**config.mk**
```make
export PLATFORM = sky130hd
export DESIGN_NAME = mem_port_arbiter
export DESIGN_NICKNAME = d
export VERILOG_FILES = /design/src/rtl/mem_port_arbiter_pkg.sv /design/src/rtl/mem_port_arbiter_rr_arbiter2.sv /design/src/rtl/mem_port_arbiter.sv
export SDC_FILE = /design/constraint.sdc
export NUM_CORES = 1
export LEC_CHECK = 0
export CAP_MARGIN = 40
export CORE_MARGIN = 2
export CORE_UTILIZATION = 40
export CTS_CLUSTER_DIAMETER = 30
export DETAILED_ROUTE_END_ITERATION = 10
export PLACE_DENSITY_LB_ADDON = 0.1
export SLEW_MARGIN = 20
export SYNTH_ARGS = -nofsm -noshare
export SYNTH_HDL_FRONTEND = slang
export SYNTH_SLANG_ARGS = --single-unit
```
**constraint.sdc**
```tcl
create_clock -name clk -period 4 [get_ports clk]
set_input_delay 1.2 -clock clk [delete_from_list [all_inputs] [get_ports clk]]
set_output_delay 1.2 -clock clk [all_outputs]
set_load 0.01 [all_outputs]
```
**src/rtl/mem_port_arbiter_pkg.sv**
```systemverilog
// Shared types for the memory-port arbiter: FSM states and requester IDs.
package mem_port_arbiter_pkg;

    typedef enum logic [1:0] {
        IDLE      = 2'd0,
        ISSUE     = 2'd1,
        WAIT_RESP = 2'd2
    } arb_state_e;

    localparam logic REQ_IFETCH = 1'b0;
    localparam logic REQ_DCACHE = 1'b1;

    // Turn a requester ID into its one-hot strobe position.
    function automatic logic [1:0] id_to_onehot(input logic id);
        return id ? 2'b10 : 2'b01;
    endfunction

endpackage

```
**src/rtl/mem_port_arbiter_rr_arbiter2.sv**
```systemverilog
// Two-way round-robin grant. On a tie, the requester that did not win last
// time is picked; last_grant starts at REQ_DCACHE so ifetch wins the first tie.
module rr_arbiter2
    import mem_port_arbiter_pkg::*;
(
    input  logic       clk,
    input  logic       rst,
    input  logic [1:0] req,
    input  logic       en,
    output logic       gnt_valid,
    output logic       gnt_id
);

    logic last_grant_reg;

    // Combinational pick among the current requests.
    always_comb begin
        gnt_valid = en && (req != 2'b00);
        gnt_id    = REQ_IFETCH;
        case (req)
            2'b01:   gnt_id = REQ_IFETCH;
            2'b10:   gnt_id = REQ_DCACHE;
            2'b11:   gnt_id = ~last_grant_reg;
            default: gnt_id = REQ_IFETCH;
        endcase
    end

    // Remember the winner of every taken grant.
    always_ff @(posedge clk) begin
        if (rst) begin
            last_grant_reg <= REQ_DCACHE;
        end else if (gnt_valid) begin
            last_grant_reg <= gnt_id;
        end
    end

endmodule

```
**src/rtl/mem_port_arbiter.sv**
```systemverilog
// Shares one memory port between the ifetch and dcache refill paths, one
// transaction at a time, with fetch-squash on flush and a sticky watchdog.
module mem_port_arbiter
    import mem_port_arbiter_pkg::*;
#(
    parameter int ADDR_W  = 32,
    parameter int DATA_W  = 32,
    parameter int TIMEOUT = 1024
) (
    input  logic                clk,
    input  logic                rst,
    input  logic [1:0]          req_valid_i,
    input  logic [1:0]          req_we_i,
    input  logic [2*ADDR_W-1:0] req_addr_i,
    input  logic [2*DATA_W-1:0] req_wdata_i,
    output logic [1:0]          req_ready_o,
    output logic [1:0]          resp_valid_o,
    output logic [DATA_W-1:0]   resp_data_o,
    input  logic                flush_i,
    output logic                mem_req_valid_o,
    input  logic                mem_req_ready_i,
    output logic                mem_req_we_o,
    output logic [ADDR_W-1:0]   mem_req_addr_o,
    output logic [DATA_W-1:0]   mem_req_wdata_o,
    input  logic                mem_resp_valid_i,
    input  logic [DATA_W-1:0]   mem_resp_data_i,
    output logic                busy_o,
    output logic                timeout_err_o
);

    localparam int CNT_W = $clog2(TIMEOUT) + 1;
    localparam logic [CNT_W-1:0] WD_LAST = CNT_W'(TIMEOUT - 1);
    localparam logic [CNT_W-1:0] WD_MAX  = '1;

    arb_state_e          state_reg, state_next;
    logic                owner_reg;
    logic                we_reg;
    logic [ADDR_W-1:0]   addr_reg;
    logic [DATA_W-1:0]   wdata_reg;
    logic                squash_reg;
    logic [CNT_W-1:0]    wd_cnt_reg, wd_cnt_next;
    logic                timeout_err_reg;
    logic [1:0]          resp_valid_reg;
    logic [DATA_W-1:0]   resp_data_reg;

    logic                gnt_valid;
    logic                gnt_id;
    logic                resp_take;
    logic                flush_hit;
    logic                squash_now;

    rr_arbiter2 u_rr (
        .clk       (clk),
        .rst       (rst),
        .req       (req_valid_i),
        .en        (state_reg == IDLE),
        .gnt_valid (gnt_valid),
        .gnt_id    (gnt_id)
    );

    // A flush only matters while an ifetch transaction is in flight; a flush
    // in the same cycle as the response already counts.
    assign flush_hit  = flush_i && (owner_reg == REQ_IFETCH) && (state_reg != IDLE);
    assign squash_now = squash_reg || flush_hit;

    // FSM state register.
    always_ff @(posedge clk) begin
        if (rst) begin
            state_reg <= IDLE;
        end else begin
            state_reg <= state_next;
        end
    end

    // Next-state logic and the combinational handshake outputs.
    always_comb begin
        state_next      = state_reg;
        req_ready_o     = 2'b00;
        mem_req_valid_o = 1'b0;
        resp_take       = 1'b0;
        case (state_reg)
            IDLE: begin
                if (gnt_valid) begin
                    req_ready_o = id_to_onehot(gnt_id);
                    state_next  = ISSUE;
                end
            end
            ISSUE: begin
                mem_req_valid_o = 1'b1;
                if (mem_req_ready_i) begin
                    state_next = WAIT_RESP;
                end
            end
            WAIT_RESP: begin
                if (mem_resp_valid_i) begin
                    resp_take  = 1'b1;
                    state_next = IDLE;
                end
            end
            default: state_next = IDLE;
        endcase
    end

    // Watchdog counter: cleared on request acceptance, saturating while waiting.
    always_comb begin
        wd_cnt_next = wd_cnt_reg;
        if (state_reg == ISSUE && mem_req_ready_i) begin
            wd_cnt_next = '0;
        end else if (state_reg == WAIT_RESP && wd_cnt_reg != WD_MAX) begin
            wd_cnt_next = wd_cnt_reg + CNT_W'(1);
        end
    end

    // Request latch, squash tracking, watchdog and response registers.
    always_ff @(posedge clk) begin
        if (rst) begin
            owner_reg       <= REQ_IFETCH;
            we_reg          <= 1'b0;
            addr_reg        <= '0;
            wdata_reg       <= '0;
            squash_reg      <= 1'b0;
            wd_cnt_reg      <= '0;
            timeout_err_reg <= 1'b0;
            resp_valid_reg  <= 2'b00;
            resp_data_reg   <= '0;
        end else begin
            if (state_reg == IDLE && gnt_valid) begin
                owner_reg <= gnt_id;
                we_reg    <= req_we_i[gnt_id];
                addr_reg  <= req_addr_i[gnt_id*ADDR_W +: ADDR_W];
                wdata_reg <= req_wdata_i[gnt_id*DATA_W +: DATA_W];
            end
            if (state_next == IDLE) begin
                squash_reg <= 1'b0;
            end else if (flush_hit) begin
                squash_reg <= 1'b1;
            end
            wd_cnt_reg <= wd_cnt_next;
            // Registered against the next cycle's counter so the flag is
            // visible in the same cycle the counter shows TIMEOUT-1.
            if (state_next == WAIT_RESP && wd_cnt_next == WD_LAST) begin
                timeout_err_reg <= 1'b1;
            end
            resp_valid_reg <= (resp_take && !squash_now) ? id_to_onehot(owner_reg) : 2'b00;
            if (resp_take) begin
                resp_data_reg <= mem_resp_data_i;
            end
        end
    end

    assign mem_req_we_o    = we_reg;
    assign mem_req_addr_o  = addr_reg;
    assign mem_req_wdata_o = wdata_reg;
    assign resp_valid_o    = resp_valid_reg;
    assign resp_data_o     = resp_data_reg;
    assign busy_o          = (state_reg != IDLE);
    assign timeout_err_o   = timeout_err_reg;

endmodule

```
==> results of run 1 <==
==> power by group <==
| part | internal (W) | total [W] | switching, W |
|---|---|---|---|
| clock | 0.000988 | 0.00150 | 0.000508 |
| combinational | 0.000356 | 0.000610 | 0.000254 |
| sequential | 0.00123 | 0.00127 | 0.0000426 |
| total | 0.00257 | 0.00338 | 0.000805 |
==> worst max-delay path by stage <==
| stage | from | slack [ns] | to | cells past startpoint |
|---|---|---|---|---|
| after global placement | req_valid_i[1] | 0.18 | req_ready_o[0] | 5 |
| after CTS | req_valid_i[1] | 0.18 | req_ready_o[0] | 5 |
| after detailed placement | req_valid_i[1] | 0.20 | req_ready_o[0] | 5 |
| after floorplan | req_valid_i[0] | 0.95 | req_ready_o[1] | 4 |
| after global routing | req_valid_i[1] | 0.12 | req_ready_o[0] | 5 |
| final | req_valid_i[1] | 0.19 | req_ready_o[0] | 5 |
==> worst max-delay path, cell delays in order <==
cell,delay (ns)
clkdlybuf4s50_1,0.48
inv_1,0.04
o21ai_0,0.29
nor2_4,0.10
clkdlybuf4s50_1,0.50
==> layout by cell type (no fill, tap or decap), drive strengths merged, types with 2 or more instances in the layout <==
| cell type | count |
|---|---|
| mux2 | 2 |
| a211oi | 2 |
| or3 | 2 |
| nand2b | 4 |
| clkinv | 5 |
| a41oi | 2 |
| nand3 | 4 |
| clkdlybuf4s50 | 271 |
| nor2b | 4 |
| nand2 | 70 |
| and3 | 3 |
| a222oi | 65 |
| bufinv | 3 |
| clkbuf | 21 |
| o21ai | 3 |
| and4 | 2 |
| nand4 | 6 |
| nor2 | 79 |
| xor2 | 3 |
| clkinvlp | 2 |
| and2 | 2 |
| inv | 6 |
| xnor2 | 2 |
| a21oi | 37 |
| dfxtp | 116 |
| buf | 10 |
==> metal layers <==
layer,vias up,share of wire [%],track usage [%]
met2,257,50,44.7
met4,0,3.1,11.5
met3,38,9.7,10.5
met5,-,0,0
li1,2268,-,-
met1,2355,38,28.9
==> final cells by class <==
| cell class | instances | area, µm² |
|---|---|---|
| clock inverters | 10 | 130 |
| clock buffers | 21 | 459 |
| multi-input cells | 308 | 1860 |
| fillers | 816 | 2990 |
| inverters | 6 | 22.5 |
| repair buffers | 281 | 2790 |
| well taps | 140 | 175 |
| flip-flops and latches | 116 | 2320 |
==> metrics by stage <==
stage	util [%]	cell area, µm²	setup WS, ns	hold slack [ns]	power (W)
2_1_floorplan	-	4360	0.954	0.415	0.00153
3_3_place_gp	66.7	7170	0.180	0.427	0.00189
3_5_place_dp	66.7	7170	0.195	0.436	0.00190
4_1_cts	72.2	7760	0.180	0.443	0.00341
5_1_grt	72.2	7760	0.117	0.458	0.00351
6_report	72.2	7760	0.191	0.440	0.00338
==> cell families after synthesis <==
| group | after synthesis |
|---|---|
| AND/OR/NAND/NOR | 183 |
| XOR/XNOR | 5 |
| flip-flops | 116 |
| adder cells (fa/ha/maj) | 1 |
| multiplexers | 3 |
| buffers and inverters | 50 |
| AO/OA/AOI/OAI | 116 |
==> summary.md, run 1 <==
| Metric | Value |
|---|---|
| Maximum VDD drop | `between 0.0002 and 0.0003 V` |
| Largest family of logic cells by synthesized area | `compound AO/OA/AOI/OAI gates` |
| Hold Vio Cnt, Final | `0` |
| Cts bufs inserted | `17` |
| Status | `finished, final reports clean` |
| Clock Pin Slew Worst Setup and Hold Paths | `0.05 ns` |
| Global-route wire length before repair | `roughly 24 mm` |
| Number of antenna cells inserted | `0` |
| Initial DRC Count | `approximately 550` |
| Hold Path Origin | `owner_reg` |
| Top-count cell post-synth | `dfxtp_1` |
| Die ar. | `11700 µm²` |
| Mux cell area share after synthesis | `less than 1%` |
| PwrDens | `between 400 and 500 nW/µm²` |
| Clk sinks | `between 100 and 150` |
| Vias per cell | `roughly 5.6` |
| CTS H-Tree Depth | `4` |
| Core Region | `10700 µm²` |
| Most common library cells after synthesis | `dfxtp_1, nor2_1, nand2_1` |
| Setup repair bufs after CTS | `0` |
| Detailed-route wire length per cell | `around 18 µm` |
| Initial core utilization | `40.5%` |
| # IOs | `between 200 and 300` |
| Final Wtd Congestion | `roughly 0.91` |
| Synth area leaders | `dfxtp_1, a222oi_1, nor2_1` |
| Fin. max-slew vios | `0` |
| Yosys cell types | `45` |
| Port bufs | `272` |
| Antenna Violating Nets Remaining | `0` |
| Post-CTS Resized | `0` |
| Mean Syn Cell Area | `9.19 µm²` |
| Crit start category | `input port` |
| Static Leak | `2.82 nW` |
| Vias in the first global route | `between 4k and 5k` |
| Max_slew headroom | `~50%` |
| Number of flops mapped to enable cells by yosys | `0` |
| Row count | `38` |
| Detailed Place HPWL | `11.1 mm` |
| Mapped Cells | `474` |
| Total global-route track usage | `a little over a quarter` |
| Final TNS setup | `0 ns` |
| Adder-cell share of the synthesized area | `less than 1%` |
| CTS tree | `built` |
| Worst-Margin Slew | `around 0.75 ns` |
| Placed cells | `between 800 and 900` |
| Share of layout cells above drive strength 1 | `~7.1%` |
| Clk_lat worst skew | `around 0.5 ns` |
| Synth Area in Compound Gates | `22.0%` |
| Crit path capture type | `primary output` |
| Critical path class | `input port to primary output` |
| Yosys reg bits | `around 120` |
| Crit Path Max Fanout | `2` |
| Vias | `just under 5k` |
| Data arrival, critical path | `2.61 ns` |
| Reg2reg setup slack | `1.84 ns` |
| Sequential area share after synthesis | `53.3%` |
| Simple logic cell fraction of the synthesized area | `between 15 and 20%` |
| Post-Route WL | `15.9 mm` |
| Final setup violation count | `0` |
| Die Y-Extent | `108 µm` |
| Fin nets | `900` |
| Largest net degree at the start of global routing | `just under 70` |
| Clk_skew | `around 0.01 ns` |
| Clock root buffer | `clkbuf_8` |
| Synth top area share | `between 50% and 60%` |
| Worst reg2reg path endpoint | `mem_req_wdata_o[27]` |
| Synth Area in XOR/XNOR | `slightly above 1%` |
| Min Clock Period, post-route | `3.81 ns` |
| First drt pass iteration count | `9` |
| Syn. warnings | `0` |
| Final period utilization | `approximately 95%` |
| Worst EP required | `around 2.8 ns` |
| Post-synthesis async set-or-reset flop share | `0%` |
| Initial antenna violation count | `0` |
| Worst Hold Class | `flip-flop to flip-flop` |
| Area Growth Syn to Fin | `78.1%` |
| Hold Crit Depth | `1` |
| Longest Clk Path Bufs | `2` |
| Overflow after GRT | `0` |
| Hold worst-path end | `resp_valid_o[0]` |
| Main flop type after synthesis | `dfxtp_1` |
| Die Wd | `~110 µm` |
| Synth area leader | `dfxtp_1` |
| Hold-fix buffers, CTS | `0` |
| Reg2reg path depth | `6` |
| Syn_nets | `around 640` |
| Finished Layout Cells | `just under 900` |
| Fmax | `approximately 260 MHz` |
| Worst r2r src | `state_reg[1]` |
| Mapped Area | `between 4000 and 5000 µm²` |
| Max Cap Viol | `0` |
| DRC | `0` |
| Unrepaired setup endpoints after global routing | `no` |
Note: power is estimated with default switching activity, not from simulation.
==> run 2: changes to the inputs <==
GPL_TIMING_DRIVEN = 0   (was default)
==> summary.md, run 2 (synthesis results as in run 1) <==
| Metric | Value |
|---|---|
| Critical Path Max Stage Delay | `0.44 ns (-0.06 ns)` |
| Reg2reg setup slack | `1.63 ns (-0.21 ns)` |
| Multi-input gate area | `1840 µm² (-1.1%)` |
| Worst EP required | `2.80 ns (about the same)` |
| Finished Core Util | `73.2% (+1.0 points)` |
| WL met3 | `1.72 mm (+12%)` |
| Antenna Violating Nets Remaining | `0 (unchanged)` |
| Global-route wire length before repair | `25.0 mm (+4.9%)` |
| Reg2reg path depth | `7 (+1)` |
| Vias | `4994 (+1.5%)` |
| Hold worst-path end | `resp_data_o[4]` |
| Largest net degree at the start of global routing | `17 (-75%)` |
| Commonest cells after routing, fill and taps aside | `clkdlybuf4s50_1, dfxtp_1, nor2_1` |
| Data arrival, critical path | `2.71 ns (+0.10 ns)` |
| Fin nets | `935 (+3.9%)` |
| Min Clock Period, post-route | `3.91 ns (+0.0972 ns)` |
| Clock Pin Slew Worst Setup and Hold Paths | `0.06 ns (about the same)` |
| Die Wd | `108 µm (unchanged)` |
| Clk_lat worst skew | `0.52 ns (about the same)` |
| Number of antenna cells inserted | `0 (unchanged)` |
| Row count | `38 (unchanged)` |
| Worst Hold Class | `flip-flop to flip-flop` |
| Top Metal Used | `met4` |
| Initial core utilization | `40.5% (unchanged)` |
| Fin Hold WS | `0.452 ns (+0.0111 ns)` |
| Vias in the first global route | `5009 (+3.3%)` |
| Met2 WL | `8.07 mm (+2.6%)` |
| Worst slack, placed | `-0.359 ns (-0.554 ns)` |
| Status | `finished, final reports clean` |
| Core Region | `10700 µm² (unchanged)` |
| Fmax | `256 MHz (-2.5%)` |
| Clk sinks | `116 (unchanged)` |
| Longest Clk Path Bufs | `2 (unchanged)` |
| Slowest cell on crit path | `clkdlybuf4s50_1` |
| Static Leak | `2.86 nW (+1.6%)` |
| Final period utilization | `97.7% (+2.4 points)` |
| Initial antenna violation count | `0 (unchanged)` |
| CTS H-Tree Depth | `4 (unchanged)` |
| Finished Layout Cells | `917 (+4.0%)` |
| Detailed Place HPWL | `12.2 mm (+9.8%)` |
| Area Growth Syn to Fin | `80.6%` |
| PwrDens | `438 nW/µm² (+0.48%)` |
| Share of layout cells above drive strength 1 | `5.92% (-1.2 points)` |
| Clock root buffer | `clkbuf_8` |
| Hold Vio Cnt, Final | `0 (unchanged)` |
| Placed cells | `885 (+4.0%)` |
| Fillers | `801 (-1.8%)` |
| Overflow after GRT | `0 (unchanged)` |
| Crit-path cells | `clkdlybuf4s50_1 -> nand2_1 -> and3_1 -> clkbuf_1 -> clkbuf_2 -> dlygate4sd2_1` |
| Clk_skew | `0.0139 ns (+0.00399 ns)` |
| Setup ws final | `0.0933 ns (-0.0972 ns)` |
| Final setup violation count | `0 (unchanged)` |
| Crit start category | `input port` |
| Vias per cell | `5.45 (-2.3%)` |
| Port bufs | `271 (-0.37%)` |
| Final Wtd Congestion | `0.857 (-6.1%)` |
| Die ar. | `11700 µm² (unchanged)` |
| Crit path capture type | `primary output` |
| Max_slew headroom | `44.8% (-5.1 points)` |
| Worst r2r src | `state_reg[1]` |
| Crit Path Max Fanout | `10 (+8)` |
| Fin area | `7870 µm² (+1.4%)` |
| Cell family with most CP delay | `buffers and inverters` |
| Placed Area | `7240 µm² (+1.0%)` |
| Maximum VDD drop | `0.000257 V (-3.8%)` |
| Worst-Margin Slew | `0.829 ns (+0.0769 ns)` |
| First drt pass iteration count | `8 (-1)` |
| Initial DRC Count | `520 (-5.1%)` |
| Max Cap Viol | `0 (unchanged)` |
| Hold Path Origin | `resp_data_o[4]` |
| Post-Route WL | `16.6 mm (+4.6%)` |
| Buf+Inv Stages, Crit Path | `4 (+1)` |
| Cts bufs inserted | `17 (unchanged)` |
| Register Area | `2320 µm² (unchanged)` |
| Critical path class | `input port to primary output` |
| DRT met1 WL | `6.26 mm (+4.6%)` |
| Unrepaired setup endpoints after global routing | `no` |
| Fin. max-slew vios | `0 (unchanged)` |
| Detailed-route wire length per cell | `18.1 µm (+0.61%)` |
| DRC | `0 (unchanged)` |
| Total global-route track usage | `27.6% (+1.3 points)` |
| # IOs | `273 (unchanged)` |
| CTS tree | `built` |
| Die Y-Extent | `108 µm (unchanged)` |
| Hold Crit Depth | `2 (+1)` |
| Most common cell after layout, fill and taps aside | `clkdlybuf4s50_1` |
| Worst reg2reg path endpoint | `mem_req_addr_o[28]` |
run 2: worst max path at each step:
| stage | to | startpoint | cells past startpoint |
|---|---|---|---|
| finish | req_ready_o[1] | req_valid_i[0] | 6 |
| CTS | req_ready_o[0] | req_valid_i[0] | 5 |
| global route | req_ready_o[1] | req_valid_i[0] | 6 |
| global placement | req_ready_o[1] | req_valid_i[0] | 6 |
| floorplan | req_ready_o[1] | req_valid_i[0] | 4 |
| detailed placement | req_ready_o[1] | req_valid_i[0] | 6 |
run 2: final cells by class:
type	count	share of cell area (%)
plain buffers	44	2.21
clock buffers	23	6.19
clock inverters	8	1.56
inverters	6	0.286
multi-input cells	308	23.4
flip-flops and latches	116	29.5
well taps	140	2.23
repair buffers	272	34.6
run 2: metal layers:
layer / track usage, % / vias to the layer above
li1: - / 2342
met1: 30.5 / 2330
met2: 47.0 / 283
met3: 10.4 / 39
met4: 12.4 / 0
met5: 0 / -
run 2: where the power goes:
group          switching [W]  leakage [nW]  total [W]  internal [W]
Sequential         0.0000444         0.948    0.00128       0.00123
Clock               0.000520         0.292    0.00155       0.00103
Combinational       0.000262          1.62   0.000622      0.000360
Total               0.000826          2.86    0.00344       0.00262
run 2: what timing repair did:
item | 4_1_cts | 5_1_grt
hold buffers | 0 | 0
setup endpoints to repair | 2 | 1
buffers inserted | 0 | 1
pin swaps | 0 | 1
endpoints found under the hold margin | 0 | 0
resized for setup | 4 | 2
run 2: metrics by stage:
stage | setup TNS [ns] | total power (W)
6_report | 0 | 0.00344
5_1_grt | 0 | 0.00355
4_1_cts | 0 | 0.00345
3_5_place_dp | -0.604 | 0.00191
3_3_place_gp | -0.543 | 0.00190
2_1_floorplan | 0 | 0.00153
run 2: worst register-to-register path: cells and delay by family (launching register included):
family	cells	cell delay, ns
simple gates	3	0.52
flops	1	0.35
buf+inv	3	1.23
compound gates	1	0.22
